**config.mk**
```make
export PLATFORM = sky130hd
export DESIGN_NAME = fsm_event_monitor_flat
export DESIGN_NICKNAME = d
export VERILOG_FILES = /design/src/rtl/fsm_mon_pkg.sv /design/src/rtl/fsm_event_monitor_if.sv /design/src/rtl/fsm_mon_edge_cnt.sv /design/src/rtl/fsm_event_monitor.sv /design/src/flat_wrapper.sv
export SDC_FILE = /design/constraint.sdc
export NUM_CORES = 1
export LEC_CHECK = 0
export BUFFER_PORTS_ARGS = -buffer_cell sky130_fd_sc_hd__buf_4
export CORE_AREA = 2 2 85 95
export CTS_BUF_LIST = sky130_fd_sc_hd__clkbuf_8
export DETAILED_ROUTE_END_ITERATION = 6
export DIE_AREA = 0 0 87 97
export PLACE_DENSITY = 0.69
export SETUP_SLACK_MARGIN = 0.5
export SLEW_MARGIN = 20
export SYNTH_ARGS = -nofsm -noshare
export SYNTH_HDL_FRONTEND = slang
export SYNTH_SLANG_ARGS = --single-unit
```
**constraint.sdc**
```tcl
create_clock -name clk -period 3.36 [get_ports clk]
set_clock_uncertainty 0.15 [all_clocks]
set_input_delay 0.336 -clock clk [delete_from_list [all_inputs] [get_ports clk]]
set_output_delay 0.336 -clock clk [all_outputs]
set_load 0.005 [all_outputs]
```
**src/rtl/fsm_mon_pkg.sv**
```systemverilog
// rtl/fsm_mon_pkg.sv - shared types, defaults and helpers for the FSM event monitor
//
// Purpose : readout FSM state type, default channel count and counter width,
//           and the channel-index width helper used by the top and interface.
// Ports   : none (package)
package fsm_mon_pkg;

   typedef enum logic [1:0] {
      ST_IDLE = 2'd0,
      ST_SNAP = 2'd1,
      ST_SEND = 2'd2
   } state_t;

   localparam int DEF_N_CH  = 4;
   localparam int DEF_CNT_W = 8;

   // A single channel still needs a 1-bit index port.
   function automatic int ch_w(input int n);
      return (n > 1) ? $clog2(n) : 1;
   endfunction

endpackage

```
**src/rtl/fsm_event_monitor_if.sv**
```systemverilog
// rtl/fsm_event_monitor_if.sv - valid/ready readout stream of the FSM event monitor
//
// Purpose : groups the snapshot readout beat signals.
// Signals : out_valid, out_ready, out_ch, out_cnt, out_ovf, out_last
// Modports: master (monitor drives beats), slave (consumer drives out_ready)
interface fsm_event_monitor_if #(
   parameter int N_CH  = fsm_mon_pkg::DEF_N_CH,
   parameter int CNT_W = fsm_mon_pkg::DEF_CNT_W
);
   localparam int CH_W = fsm_mon_pkg::ch_w(N_CH);

   logic             out_valid;
   logic             out_ready;
   logic [CH_W-1:0]  out_ch;
   logic [CNT_W-1:0] out_cnt;
   logic             out_ovf;
   logic             out_last;

   modport master (
      output out_valid, out_ch, out_cnt, out_ovf, out_last,
      input  out_ready
   );

   modport slave (
      input  out_valid, out_ch, out_cnt, out_ovf, out_last,
      output out_ready
   );
endinterface

```
**src/rtl/fsm_mon_edge_cnt.sv**
```systemverilog
// rtl/fsm_mon_edge_cnt.sv - per-channel rising-edge detector with saturating counter
//
// Purpose : counts rising edges of one event line; saturates at all-ones and
//           raises a sticky overflow flag on any edge seen while saturated.
// Ports   : clk, rst (sync, active-high), ev (event level), clear (zero cnt/ovf),
//           snap (readout snapshot cycle), cnt_o, ovf_o
// Config  : FSM_MON_CLEAR_ON_READ_EN - snap also zeroes cnt/ovf before the
//           same-cycle edge is applied.
module fsm_mon_edge_cnt #(
   parameter int CNT_W = 8
) (
   input  logic             clk,
   input  logic             rst,
   input  logic             ev,
   input  logic             clear,
   input  logic             snap,
   output logic [CNT_W-1:0] cnt_o,
   output logic             ovf_o
);

   logic             prev_q;
   logic [CNT_W-1:0] cnt_q, cnt_d;
   logic             ovf_q, ovf_d;
   logic             rise;

   assign rise = ev & ~prev_q;

`ifndef FSM_MON_CLEAR_ON_READ_EN
   logic unused_snap;
   assign unused_snap = snap;
`endif

   always_comb begin
      cnt_d = cnt_q;
      ovf_d = ovf_q;
`ifdef FSM_MON_CLEAR_ON_READ_EN
      // The shadow copies cnt_q this cycle, so restart from zero and let a
      // snap-cycle edge land in the fresh count.
      if (snap) begin
         cnt_d = '0;
         ovf_d = 1'b0;
      end
`endif
      if (clear) begin
         // clear wins: a same-cycle edge is deliberately dropped
         cnt_d = '0;
         ovf_d = 1'b0;
      end else if (rise) begin
         if (&cnt_d) ovf_d = 1'b1;
         else        cnt_d = cnt_d + CNT_W'(1);
      end
   end

   always_ff @(posedge clk) begin
      if (rst) begin
         prev_q <= 1'b0;
         cnt_q  <= '0;
         ovf_q  <= 1'b0;
      end else begin
         prev_q <= ev;
         cnt_q  <= cnt_d;
         ovf_q  <= ovf_d;
      end
   end

   assign cnt_o = cnt_q;
   assign ovf_o = ovf_q;

endmodule

```
**src/rtl/fsm_event_monitor.sv**
```systemverilog
// rtl/fsm_event_monitor.sv - edge counters for FSM outputs with snapshot readout stream
//
// Purpose : counts rising edges on N_CH event lines; on rd_req snapshots all
//           counters and streams them one channel per valid/ready beat.
// Ports   : clk, rst (sync, active-high), ev_in[N_CH], clear, rd_req, busy,
//           out_if (master: out_valid/out_ready/out_ch/out_cnt/out_ovf/out_last)
// Config  : FSM_MON_CLEAR_ON_READ_EN - counters restart from zero after each snapshot.
module fsm_event_monitor
   import fsm_mon_pkg::*;
#(
   parameter int N_CH  = DEF_N_CH,
   parameter int CNT_W = DEF_CNT_W
) (
   input  logic                 clk,
   input  logic                 rst,
   input  logic [N_CH-1:0]      ev_in,
   input  logic                 clear,
   input  logic                 rd_req,
   output logic                 busy,
   fsm_event_monitor_if.master  out_if
);

   localparam int              CH_W     = ch_w(N_CH);
   localparam logic [CH_W-1:0] LAST_IDX = CH_W'(N_CH - 1);

   logic [CNT_W-1:0] cnt_w   [N_CH];
   logic             ovf_w   [N_CH];
   logic [CNT_W-1:0] sh_cnt_q[N_CH];
   logic             sh_ovf_q[N_CH];

   state_t           state_q, state_d;
   logic [CH_W-1:0]  idx_q, idx_d;
   logic             valid_q, valid_d;
   logic [CH_W-1:0]  ch_q, ch_d;
   logic [CNT_W-1:0] ocnt_q, ocnt_d;
   logic             oovf_q, oovf_d;
   logic             last_q, last_d;
   logic             snap;

   assign snap = (state_q == ST_SNAP);

   for (genvar g = 0; g < N_CH; g++) begin : g_ch
      fsm_mon_edge_cnt #(.CNT_W(CNT_W)) u_cnt (
         .clk   (clk),
         .rst   (rst),
         .ev    (ev_in[g]),
         .clear (clear),
         .snap  (snap),
         .cnt_o (cnt_w[g]),
         .ovf_o (ovf_w[g])
      );
   end

   // Shadow holds the counters as they were on entering SNAP; later edges
   // and clears only touch the live counters.
   always_ff @(posedge clk) begin
      if (rst) begin
         for (int i = 0; i < N_CH; i++) begin
            sh_cnt_q[i] <= '0;
            sh_ovf_q[i] <= 1'b0;
         end
      end else if (snap) begin
         for (int i = 0; i < N_CH; i++) begin
            sh_cnt_q[i] <= cnt_w[i];
            sh_ovf_q[i] <= ovf_w[i];
         end
      end
   end

   always_comb begin
      state_d = state_q;
      idx_d   = idx_q;
      valid_d = valid_q;
      ch_d    = ch_q;
      ocnt_d  = ocnt_q;
      oovf_d  = oovf_q;
      last_d  = last_q;
      case (state_q)
         ST_IDLE: begin
            if (rd_req) state_d = ST_SNAP;
         end
         ST_SNAP: begin
            // Beat 0 comes straight from the live counters, which equal what
            // the shadow is capturing this cycle.
            state_d = ST_SEND;
            idx_d   = '0;
            valid_d = 1'b1;
            ch_d    = '0;
            ocnt_d  = cnt_w[0];
            oovf_d  = ovf_w[0];
            last_d  = (N_CH == 1);
         end
         ST_SEND: begin
            if (out_if.out_ready) begin
               if (idx_q == LAST_IDX) begin
                  state_d = ST_IDLE;
                  valid_d = 1'b0;
                  last_d  = 1'b0;
               end else begin
                  idx_d  = idx_q + CH_W'(1);
                  ch_d   = idx_d;
                  ocnt_d = sh_cnt_q[idx_d];
                  oovf_d = sh_ovf_q[idx_d];
                  last_d = (idx_d == LAST_IDX);
               end
            end
         end
         default: state_d = ST_IDLE;
      endcase
   end

   always_ff @(posedge clk) begin
      if (rst) begin
         state_q <= ST_IDLE;
         idx_q   <= '0;
         valid_q <= 1'b0;
         ch_q    <= '0;
         ocnt_q  <= '0;
         oovf_q  <= 1'b0;
         last_q  <= 1'b0;
      end else begin
         state_q <= state_d;
         idx_q   <= idx_d;
         valid_q <= valid_d;
         ch_q    <= ch_d;
         ocnt_q  <= ocnt_d;
         oovf_q  <= oovf_d;
         last_q  <= last_d;
      end
   end

   assign busy             = (state_q != ST_IDLE);
   assign out_if.out_valid = valid_q;
   assign out_if.out_ch    = ch_q;
   assign out_if.out_cnt   = ocnt_q;
   assign out_if.out_ovf   = oovf_q;
   assign out_if.out_last  = last_q;

endmodule

```
**src/flat_wrapper.sv**
```systemverilog
// flat-port wrapper written by rule: the top's interface ports become plain ports
module fsm_event_monitor_flat import fsm_mon_pkg::*;
#(
   parameter int N_CH  = DEF_N_CH,
   parameter int CNT_W = DEF_CNT_W
)
  (clk, rst, ev_in, clear, rd_req, busy, out_if_out_valid, out_if_out_ch, out_if_out_cnt, out_if_out_ovf, out_if_out_last, out_if_out_ready);
  fsm_event_monitor_if #(.N_CH(N_CH), .CNT_W(CNT_W)) out_if_i ();
  input  logic clk;
  input  logic rst;
  input  logic [N_CH-1:0] ev_in;
  input  logic clear;
  input  logic rd_req;
  output logic busy;
  output wire logic [$bits(out_if_i.out_valid)-1:0] out_if_out_valid;
  output wire logic [$bits(out_if_i.out_ch)-1:0] out_if_out_ch;
  output wire logic [$bits(out_if_i.out_cnt)-1:0] out_if_out_cnt;
  output wire logic [$bits(out_if_i.out_ovf)-1:0] out_if_out_ovf;
  output wire logic [$bits(out_if_i.out_last)-1:0] out_if_out_last;
  input wire logic [$bits(out_if_i.out_ready)-1:0] out_if_out_ready;
  assign out_if_out_valid = out_if_i.out_valid;
  assign out_if_out_ch = out_if_i.out_ch;
  assign out_if_out_cnt = out_if_i.out_cnt;
  assign out_if_out_ovf = out_if_i.out_ovf;
  assign out_if_out_last = out_if_i.out_last;
  assign out_if_i.out_ready = out_if_out_ready;
  fsm_event_monitor #(.N_CH(N_CH), .CNT_W(CNT_W)) u_core (.clk(clk), .rst(rst), .ev_in(ev_in), .clear(clear), .rd_req(rd_req), .busy(busy), .out_if(out_if_i));
endmodule
```
==> results by stage <==
Worst setup path:
- The maximum fanout along the worst path is 14.
- Traced cell by cell, the critical path runs through inv_1 -> ha_1 -> mux4_2 -> nand2_1 -> a311oi_1.
- The required time of the critical path is 3.47 ns.
- The type of the setup path with the least slack is reg2reg.
- On the critical path, the stage with the largest delay is an instance of dfxtp_1.
- The data arrival time of the worst path is 2.43 ns.
- For this run, the slowest stage of the critical path takes 0.78 ns.
- The worst setup path is captured at a flip-flop.
- STA classifies the critical path startpoint as a flip-flop.

Detailed routing:
- The routed layout has 2,746 vias.
- The post-route antenna net violation count is 0.
- In the routed layout, each cell is associated on average with a via count of 5.64.
- The routed wire length is 7.40 mm.
- The routed length per instance is 15.2 um.
- The number of design rule violations left after detail routing is 0.
- The first TritonRoute pass finished after 4 iterations.
- The first-iteration detailed-routing DRC count is 158.

Place:
- Input and output buffers added on the ports amount to 22.
- After legalization and detailed placement, the total HPWL measured 5.19 mm.
- The placement-stage cell area is 4230 sq um.
- The global placer's final weighted congestion is 0.831.

GRT:
- The first global-routing pass estimated 12.2 mm of wire.
- For this run, the total global-route usage over all layers was measured as 0.187.
- Entering global routing, the biggest net connects 37 pins.
- The total congestion overflow is 0.
- The initial antenna violation count was 0.
- The via count of the first global-routing pass is 2,516.

Logic synthesis:
- Of the total synthesized cell area, the portion taken by XOR and XNOR cells is 0.0371.
- The summed instance area of the synthesized netlist is 4010 sq um.
- The gate count after technology mapping is 374.
- After synthesis, the largest family of logic cells by area is simple AND/OR/NAND/NOR gates.
- A synthesized cell averages 10.7 sq um.
- In the post-synthesis netlist, the biggest area contributors are dfxtp_1 27%, edfxtp_1 27%, and2_1 5.9%.
- Of the total synthesized cell area, the portion taken by full adders, half adders and majority gates is 0.0187.
- In the synthesized netlist the dominant register cell turns out to be dfxtp_1.
- The post-synthesis compound-gate area fraction was 0.0905.
- The share of synthesized area in the top cell type comes to 0.275.
- Counting flops with an async set or reset pin after synthesis yields a share of 0.
- The sequential cell area fraction in the yosys report is 0.544.
- The synthesized design contains 91 register bits.
- The number of different library cells in the post-synthesis netlist is 40.
- After synthesis, the share of cell area in mux cells is 0.0605.
- The simple-gate area share of the yosys netlist is 0.228.
- The library cell with the largest summed area after synthesis is dfxtp_1.
- Counting flops with a built-in enable in the synthesized netlist gives 36.
- The total of warnings raised by yosys is 0.
- The net count of the mapped netlist is 389.

Power:
- The analysis attributes to net switching a power of 0.000488 W.
- The power density of the placed cells is 469 nW/um^2.
- The fraction of power consumed by sequential logic is 0.586.
- The clock group share of total power is 0.345.
- The completed layout was analyzed and its total power is 0.00208 W.
- The maximum vdd drop is 0.000198 V.
- Of the total power, the share spent switching nets is 0.235.
- The internal power of the cells totals 0.00159 W.
- The share of total power dissipated in combinational logic is 0.068.
- Summed over all cells, the static leakage comes to 1.61 nW.

STA:
- Measured against its own limit, the worst slew margin works out to 0.535.
- The actual slew at the worst max-slew pin is 0.696 ns.
- The final cycle utilization of the critical path is 0.690.
- The final count of pins violating max slew came to 0.
- The maximum frequency from static timing analysis is 431 MHz.
- The sum of negative setup slack is 0 ns.
- The number of hold violations in the final report is 0.
- Setup violations remaining at the end of the flow were counted as 0.
- The clock period minus worst slack is 2.32 ns.
- Setup repair after global routing left no endpoint under its margin.

Clock tree:
- The CTS buffer count is 9.
- The clock tree from TritonCTS is yes.
- Once the clock tree was built, the setup fixing pass inserted 0 buffers.
- The H-tree was split into 3 levels.
- The longest clock path from root to sink contains 2 buffers.
- Clock-pin slew was measured on the worst setup and hold paths at 0.10 ns.
- In this run, post-CTS repair resized a total of 0 instances.
- Clock tree synthesis selected as its root buffer the cell clkbuf_8.
- The number of sinks driven by the clock tree is 91.
- The later pin in the worst-skew pair is clocked with a latency of 0.35 ns.
- In this run, post-CTS hold repair placed 0 buffers.

Layout:
- Once layout is complete, the utilization of the core stands at 0.599.
- Once layout is done, the placed cells without fillers occupy 4430 sq um.
- Compared with the post-synthesis result, the final layout area differs by 10.5%.
- For this run, the post-layout net count is 410.
- The commonest non-fill, non-tap cell in the layout is dfxtp_1.
- The fraction of layout cells with a size suffix above 1 is 0.138.
- In the layout the commonest cells are 55 x dfxtp_1, 43 x nor2_1, 38 x and2_1.
- The area of all sequential standard cells is 2180 sq um.
- In the final layout, the multi-input gates occupy 1740 sq um.
- The repair_antennas step left the layout with diodes totalling 0.
- The layout has 639 filler cells.

Outcome:
- The flow ran to the end, and the final reports show no timing, DRC or antenna violations.

Floorplanning:
- The area of the core is 7390 sq um.
- The initial cell density of the core is 0.543.
- The I/O pin count is 23.
- Row generation in the floorplan step produced 33 rows.
- The floorplan die area is 8440 sq um.
- The die outline width is 87 um.
- The height of the die is 97 um.

Min path:
- The classification of the worst-slack hold path is in2reg.

Job:
- The total of max-cap violations is 0.
-- path summary, 6_finish.rpt --
path,start,endpoint,slack [ns],cells after the start
setup / recovery,u_core.out_if.out_ch[0]$_SDFFE_PP0P_,u_core.out_if.out_cnt[4]$_SDFFE_PP0P_,1.04,5
hold / removal,ev_in[0],u_core.g_ch[0].u_cnt.prev_q$_SDFF_PP0_,0.06,2
setup reg to reg,u_core.out_if.out_ch[0]$_SDFFE_PP0P_,u_core.out_if.out_cnt[4]$_SDFFE_PP0P_,1.04,5
hold reg to reg,u_core.g_ch[3].u_cnt.ovf_o$_SDFFE_PP0P_,u_core.g_ch[3].u_cnt.ovf_o$_SDFFE_PP0P_,0.32,2
-- cell usage after synthesis (all sizes together) (5+ instances only) --
cell,number
nand3,10
o21ai,14
xor2,16
nand2,34
nand4,7
ha,6
and3,5
a311oi,9
a21oi,14
nand2b,5
or3,8
nor2,43
o211ai,11
mux4,9
edfxtp,36
buf,5
dfxtp,55
and2,38
clkbuf,10
nor2b,9
-- routing by layer --
layer | track usage | vias to the layer above | share of wire
li1 | - | 1387 | -
met1 | 0.254 | 1286 | 0.47
met2 | 0.285 | 60 | 0.46
met3 | 0.0452 | 13 | 0.047
met4 | 0.0805 | 0 | 0.021
met5 | 0 | - | 0
-- cell families after synthesis --
logic type               after synthesis
XOR/XNOR                              17
multiplexers                          13
adder cells (fa/ha/maj)                6
AO/OA/AOI/OAI                         54
flip-flops                            91
AND/OR/NAND/NOR                      175
buffers and inverters                 18
-- cell type report --
| cell class | instances | area share |
|---|---|---|
| sequential | 91 | 0.493 |
| clock inverter | 4 | 0.00734 |
| clock buffer | 12 | 0.0373 |
| inverter | 3 | 0.00254 |
| tap | 87 | 0.0246 |
| timing repair buffer | 25 | 0.0424 |
| multi-input combinational | 265 | 0.393 |
-- flip-flops by register name, indices dropped and copies added, names as in the netlist --
signal	cells
u_core.out_if.out_ch	2
u_core.sh_ovf_q	4
u_core.state_q	2
u_core.g_ch.u_cnt.prev_q	4
u_core.g_ch.u_cnt.cnt_o	32
u_core.out_if.out_cnt	8
u_core.sh_cnt_q	32
u_core.g_ch.u_cnt.ovf_o	4
u_core.out_if.out_ovf	1
u_core.out_if.out_valid	1
u_core.out_if.out_last	1
-- through the flow --
stage                     instances  setup slack, ns  hold WS, ns
after detailed placement        471             1.03        0.301
final                           487             1.04       0.0573
after floorplan                 374             1.26        0.279
after global placement          471             1.15        0.297
after CTS                       487            0.999       0.0532
after global routing            487            0.802       0.0603
-- critical path, delay by kind of cell, from the launching register on --
kind	cells	cell delay, ns
multiplexers	1	0.26
AND/OR/NAND/NOR	1	0.05
adder cells (fa/ha/maj)	1	0.54
buffers and inverters	1	0.15
AO/OA/AOI/OAI	1	0.30
flip-flops	1	0.78
-- power by group through the flow --
stage	clock network, W	registers (W)	logic, W
after floorplan	0	0.00123	0.000102
after global placement	0	0.00124	0.000141
after detailed placement	0	0.00124	0.000143
after CTS	0.000735	0.00122	0.000143
after global routing	0.000782	0.00122	0.000157
final	0.000718	0.00122	0.000142
Note: power is estimated with default switching activity, not from simulation.
